**src/rtl/if_prefetch_queue_pkg.sv**
```systemverilog
// if_prefetch_queue_pkg: shared widths, reset PC, PC increment and FIFO depth for the fetch queue.
package if_prefetch_queue_pkg;
  localparam int INST_ADDR_BUS = 32;
  localparam int INST_BUS = 32;
  localparam int IFQ_DEPTH = 4;
  localparam int PC_INC = 4;
  localparam logic [31:0] IFQ_RESET_PC = 32'h1C00_0000;
endpackage

```
**src/rtl/if_prefetch_queue_fifo.sv**
```systemverilog
// ifq_fifo: synchronous in-order FIFO with push/pop/clear, occupancy count and full/empty flags.
module ifq_fifo
  import if_prefetch_queue_pkg::*;
#(
  parameter int DEPTH = IFQ_DEPTH,
  parameter int W = INST_ADDR_BUS + INST_BUS
) (
  input  logic                   clk,
  input  logic                   rst,
  input  logic                   clear,
  input  logic                   push,
  input  logic                   pop,
  input  logic [W-1:0]           din,
  output logic [W-1:0]           dout,
  output logic [$clog2(DEPTH):0] count,
  output logic                   full,
  output logic                   empty
);
  localparam int AW = $clog2(DEPTH);
  logic [W-1:0] mem [DEPTH];
  logic [AW-1:0] rd_ptr, wr_ptr;
  assign dout = mem[rd_ptr];
  assign full = count == (AW+1)'(DEPTH);
  assign empty = count == '0;
  always_ff @(posedge clk) begin
    if (rst) begin
      rd_ptr <= '0;
      wr_ptr <= '0;
      count <= '0;
      for (int i = 0; i < DEPTH; i++) mem[i] <= '0;
    end else if (clear) begin
      rd_ptr <= '0;
      wr_ptr <= '0;
      count <= '0;
    end else begin
      if (push) begin
        mem[wr_ptr] <= din;
        wr_ptr <= wr_ptr + 1'b1;
      end
      if (pop) rd_ptr <= rd_ptr + 1'b1;
      count <= count + (AW+1)'(push) - (AW+1)'(pop);
    end
  end
endmodule

```
**src/rtl/if_prefetch_queue.sv**
```systemverilog
// if_prefetch_queue: sequential instruction prefetch with credit-limited issue, in-order buffering and flush/redirect.
// Define IFQ_BYPASS_EN to forward a response straight to the decode side when the queue is empty.
module if_prefetch_queue
  import if_prefetch_queue_pkg::*;
#(
  parameter int DEPTH = IFQ_DEPTH,
  parameter int ADDR_W = INST_ADDR_BUS,
  parameter int DATA_W = INST_BUS,
  parameter logic [ADDR_W-1:0] RESET_PC = ADDR_W'(IFQ_RESET_PC)
) (
  input  logic              clk,
  input  logic              rst,
  output logic              mem_req_o,
  output logic [ADDR_W-1:0] mem_addr_o,
  input  logic              mem_gnt_i,
  input  logic              mem_rvalid_i,
  input  logic [DATA_W-1:0] mem_rdata_i,
  input  logic              flush_i,
  input  logic [ADDR_W-1:0] flush_pc_i,
  output logic              inst_valid_o,
  output logic [DATA_W-1:0] inst_o,
  output logic [ADDR_W-1:0] pc_o,
  input  logic              inst_ready_i
);
  localparam int CW = $clog2(DEPTH) + 1;
  logic [ADDR_W-1:0] fetch_pc, resp_pc, head_pc, flush_tgt;
  logic [DATA_W-1:0] head_inst;
  logic [CW-1:0] count, outstanding, drop_cnt;
  logic full, empty, grant, live, bypass, push, pop;
  assign flush_tgt = {flush_pc_i[ADDR_W-1:2], 2'b00};
  assign grant = mem_req_o & mem_gnt_i;
  assign live = mem_rvalid_i & (drop_cnt == '0) & ~flush_i;
`ifdef IFQ_BYPASS_EN
  assign bypass = live & empty;
`else
  assign bypass = 1'b0;
`endif
  assign push = live & ~full & ~(bypass & inst_ready_i);
  assign pop = ~empty & inst_ready_i & ~flush_i;
  // Buffered plus in-flight words never exceed DEPTH, so a push always has room.
  assign mem_req_o = ~rst & ~flush_i & (({1'b0, count} + {1'b0, outstanding}) < (CW+1)'(DEPTH));
  assign mem_addr_o = fetch_pc;
  assign inst_valid_o = ~empty | bypass;
  assign inst_o = bypass ? mem_rdata_i : head_inst;
  assign pc_o = bypass ? resp_pc : head_pc;
  ifq_fifo #(.DEPTH(DEPTH), .W(ADDR_W + DATA_W)) u_fifo (
    .clk(clk),
    .rst(rst),
    .clear(flush_i),
    .push(push),
    .pop(pop),
    .din({resp_pc, mem_rdata_i}),
    .dout({head_pc, head_inst}),
    .count(count),
    .full(full),
    .empty(empty)
  );
  // After a redirect every in-flight response is stale; they keep their credits until they return.
  always_ff @(posedge clk) begin
    if (rst) begin
      fetch_pc <= RESET_PC;
      resp_pc <= RESET_PC;
      outstanding <= '0;
      drop_cnt <= '0;
    end else begin
      outstanding <= outstanding + CW'(grant) - CW'(mem_rvalid_i);
      fetch_pc <= flush_i ? flush_tgt : grant ? fetch_pc + ADDR_W'(PC_INC) : fetch_pc;
      resp_pc <= flush_i ? flush_tgt : live ? resp_pc + ADDR_W'(PC_INC) : resp_pc;
      drop_cnt <= flush_i ? outstanding - CW'(mem_rvalid_i)
                : (mem_rvalid_i && drop_cnt != '0) ? drop_cnt - CW'(1) : drop_cnt;
    end
  end
endmodule

```
**config.mk**
```make
export PLATFORM = sky130hd
export DESIGN_NAME = if_prefetch_queue
export DESIGN_NICKNAME = d
export VERILOG_FILES = /design/src/rtl/if_prefetch_queue_pkg.sv /design/src/rtl/if_prefetch_queue_fifo.sv /design/src/rtl/if_prefetch_queue.sv
export SDC_FILE = /design/constraint.sdc
export NUM_CORES = 1
export LEC_CHECK = 0
export ABC_AREA = 1
export CAP_MARGIN = 20
export CORE_ASPECT_RATIO = 0.5
export CORE_UTILIZATION = 58
export CTS_CLUSTER_SIZE = 16
export DETAILED_ROUTE_END_ITERATION = 16
export HOLD_SLACK_MARGIN = 0.03
export MAX_ROUTING_LAYER = met4
export PLACE_DENSITY = 0.81
export SETUP_SLACK_MARGIN = 0.15
export SLEW_MARGIN = 20
export SYNTH_ARGS = -nofsm -noshare
export SYNTH_HDL_FRONTEND = slang
export SYNTH_HIERARCHICAL = 1
export SYNTH_SLANG_ARGS = --single-unit
```
**constraint.sdc**
```tcl
create_clock -name clk -period 5.05 [get_ports clk]
set_input_delay 1.01 -clock clk [delete_from_list [all_inputs] [get_ports clk]]
set_output_delay 1.01 -clock clk [all_outputs]
set_load 0.02 [all_outputs]
```
After elaboration in Yosys (flattened, before gate mapping) --
Memories as Yosys holds them, arrays and structs flattened. A register that Yosys moved wholly into a read port is not among the register bits. Cells that the tools add are included. W data, S select, Z words.
Word-level totals: output and inout port bits 98, register bits 77, memories 1, RAM bits 256, input bits 70, logic and storage cells 61
Operators by class: reductions and logical operators 9, $lt $le $gt $ge 1, add/subtract/negate cells 11, eq/ne operators 1, muxes and demuxes 17, bitwise operators 12
Memories:
- u_fifo.mem | words 4, bits a word 64, rd ports 1, clocked after Yosys merged registers in 1, write ports 4, line if_prefetch_queue_fifo.sv:20 | logic [W-1:0] mem [DEPTH];
Operators with widths (count):
- $mux W32 | 4
- $add A32 B3 Y32 const B | 2
- $mux W64 | 1
- $reduce_or A64 Y1 | 1
- $sub A3 B1 Y3 | 3
- $and A1 B1 Y1 | 8
- $mux W1 | 7
- $add A3 B1 Y3 | 2
- $logic_not A3 Y1 | 2
- $mux W2 | 3
- $mux W3 | 2
- $reduce_bool A2 Y1 | 3
- $add A2 B1 Y2 const B | 2
- $add A3 B3 Y4 | 1
- $lt A4 B3 Y1 const B | 1
- $not A1 Y1 | 4
- $eq A3 B3 Y1 const B | 1
- $reduce_bool A3 Y1 | 1
- $sub A3 B1 Y3 const B | 1
- $reduce_or A2 Y1 | 1
- $logic_and A1 B1 Y1 | 1

Logic depth before layout (Yosys ltp) --
depth in word-level cells 10, gate-level depth with buffers 14

Modules after synthesis --
Netlist, hierarchy kept.
Modules (own cells, without submodules):
- ifq_fifo | cells an instance 1153, instances 1, seq. area each 7867.5 um^2, area each 11832.6 um^2
- if_prefetch_queue | cells an instance 761, instances 1, seq. area each 1321.3 um^2, area each 4610.7 um^2

Worst setup path after synthesis --
OpenSTA, ideal clock, no wires.
path type input to register, start in flush_i, end mem u_fifo/mem[0][0] in the netlist's numbering, enable pin, cell stages on the path 8, path slack 1.016 ns, data required time 4.626 ns, arrival time 3.610 ns, buffers on the path 5, cell sequence buf_2 > buf_1 > nor3_1 > clkbuf_1 > nand4_1 > buf_4 > buf_6 > nand2_1
RTL lines:
- start: declaration | line if_prefetch_queue.sv:18 | input logic flush_i,
- end: declaration | line if_prefetch_queue_fifo.sv:20

==> impl_metrics.json <==
{
  "status": "complete, no violations",
  "grt_max_degree": 94,
  "drv_cap": 0,
  "endpoint_kind": "primary output",
  "grt_pass1_wl_um": 60300,
  "grt_pass1_vias": 12200,
  "die-area_mm2": 0.0291,
  "gp_congestion": 0.942,
  "critPathBufInv": 2,
  "use_met3_pct": 3.55,
  "maxSlewViolCount": 0,
  "critical_path_arrival_ps": 2850,
  "min_path_type": "reg2reg",
  "vias": 13000,
  "ir_worst_vdd_v": 0.000248,
  "hold_buffers": 0,
  "io_buffers": 163,
  "synth.distinct_cells": 36,
  "syn-cell-area_mm2": 0.0164,
  "yosys-top-cells-count": "395 x nand2_1, 367 x nor2_1, 279 x inv_1, 256 x edfxtp_1, 118 x a21oi_1",
  "synth-edff-count": 256,
  "drt-pass1-iter-count": 5,
  "period_share_pct": 76.5,
  "yosysMostFrequentCell": "nand2_1",
  "use_met1_pct": 34.8,
  "tns_ps": 0,
  "clkSinkCount": 331,
  "finalNetCount": 2119,
  "synth_top_area_share_pct": 46.8,
  "path_cells": "buf_12 > o211ai_1 > nand2_1 > clkdlybuf4s50_1",
  "seq_area_frac_synth_pct": 55.9,
  "area_growth_pct": 16.3,
  "rsz0062_at_grt": "false",
  "h-tree-depth": 1,
  "clkLatencyLatePin_ps": 570,
  "syn_area_per_cell_um2": 8.59,
  "post-dp-hpwl_um": 23100,
  "cts_resized": 0,
  "vias_per_cell": 5.34,
  "initialDrtViolationCount": 1136,
  "post-route-min-period_ps": 3860,
  "cts_root_buf": "clkbuf_16",
  "synth_seq_cells": 331,
  "wl_um": 37800,
  "cp_top_family": "buffers and inverters",
  "met2_usage_pct": 46.4,
  "yosys.area.top_type": "edfxtp_1",
  "grt-busiest-layer": "met2",
  "post-route-drc-count": 0,
  "netlist_instances": 1914,
  "fp.coreArea_mm2": 0.0278,
  "yosys_warnings": 6,
  "cts_made_buffers": 29,
  "final_hold_viol_count": 0,
  "fp-row-count": 43,
  "pin_count": 168,
  "diodes": 0,
  "fp.dieH_um": 121,
  "die-width_um": 240,
  "dpl-instance-area_mm2": 0.0182,
  "final-setup-viol-count": 0,
  "path_max_fanout": 93,
  "max_freq_mhz": 259,
  "path_class": "reg2out",
  "ctsLongestPathBuffers": 3,
  "design_area_mm2": 0.0191,
  "slowest_delay_ps": 910,
  "cp.required_ps": 4040,
  "initial_core_util_pct": 59.2,
  "synthTopCellsByArea": "edfxtp_1 47%, dfxtp_1 9.1%, nand2_1 9.0%, nor2_1 8.4%, inv_1 6.4%",
  "drtAntennaViolNets": 0,
  "p_per_area_mw_per_mm2": 310,
  "critPathLaunchType": "flop",
  "grt.overflow.total": 0,
  "post_cts_buffers": 0,
  "antenna_found_initial": 0,
  "maxSlewHeadroom_pct": 30.0,
  "clk_pin_slew_ps": 60,
  "drive_gt1_share_pct": 5.25,
  "ys.flop_type": "edfxtp_1",
  "leakage_uw": 0.00747,
  "grt_usage_pct": 27.2,
  "fin_skew_ps": 9.22,
  "worst-slew-pin-transition_ps": 1050,
  "ys_async_sr_fraction_pct": 0,
  "wl_per_cell_um": 15.5,
  "crit_slowest_cell": "dfxtp_4",
  "tritoncts": "done"
}
==> stage by stage <==
step	cells	power, µW	utilization [%]	setup WS, ps	hold slack (ps)
after floorplan	1917	3570	-	1020	436
after global placement	2386	3820	65.6	1170	449
after detailed placement	2386	3840	65.6	1070	453
after CTS	2440	5970	68.9	1170	466
after global routing	2440	6160	68.9	996	517
final	2440	5940	68.9	1190	460
==> path summary, 6_finish.rpt <==
check / from / end / slack (ps) / cells after the start
hold reg to reg: u_fifo/rd_ptr[1] / flop / 460 / 2
setup / recovery: flop / inst_o[10] / 1190 / 4
setup reg to reg: outstanding[2] / outstanding[2] / 2280 / 11
hold / removal: u_fifo/rd_ptr[1] / flop / 460 / 2
==> report_power, final <==
group          internal (µW)  switching, µW
Clock                   1160            988
Sequential              3060           90.1
Combinational            240            391
==> sequential cells by signal, indices dropped and copies added, names as in the netlist, named ones only <==
signal,count
drop_cnt,3
mem_addr_o,30
outstanding,3
resp_pc,30
u_fifo/count,3
u_fifo/mem,256
u_fifo/rd_ptr,2
u_fifo/wr_ptr,2
==> cell families (layout without fill, tap and decap cells) <==
family          after synthesis  after routing  synth area share (%)
compound gates              304            304                  10.5
xor+xnor                     23             23                  1.23
fa+ha+maj                    14             14                  1.16
buf+inv                     375            516                  9.85
flops                       331            331                  55.9
other cells                   1              4                0.0228
simple gates                866            866                  21.4
==> worst register-to-register path: stages, from the launching register on <==
cell     delay [ps]
dfxtp_1         400
ha_1            250
inv_1            50
nand2_1          50
nor2_2          120
nand2_1         340
ha_1            430
inv_1            40
ha_1            190
fa_1            390
or2_2           300
a21oi_1         120
==> layout make-up <==
type	count	area, µm²
Sequential cell	331	9200
Fill cell	2179	8640
Multi-Input combinational cell	1211	5680
Timing Repair Buffer	179	1800
Inverter	283	1060
Clock buffer	34	744
Tap cell	382	478
Clock inverter	20	163
==> cell usage in the layout (no fill, tap or decap), types with 5 or more instances in the layout <==
master             n
clkbuf_1           5
a21oi_1          118
nand2_2            7
clkbuf_16         29
a31oi_1           12
nor2_1           367
clkinv_1           5
ha_1              12
o21ai_0          100
xor2_1            14
o211ai_1          69
edfxtp_1         256
nand3_1           48
clkinv_2           9
nand2_1          391
nand4_1            9
nand2_4            5
nor2_4             8
nand3b_1           5
nor2_2            12
xnor2_1            9
buf_4             12
clkdlybuf4s50_1  162
dfxtp_1           73
nor3_1             5
inv_1            278
==> routing by layer <==
layer  vias up  part of all wire (%)  wire length, µm
met5         -                     0                0
met4         0                   2.0              764
met3        60                   6.9             2620
met2       485                    49            18600
met1      6083                    42            15800
li1       6407                     -                -
Note: power is estimated with default switching activity, not from simulation.
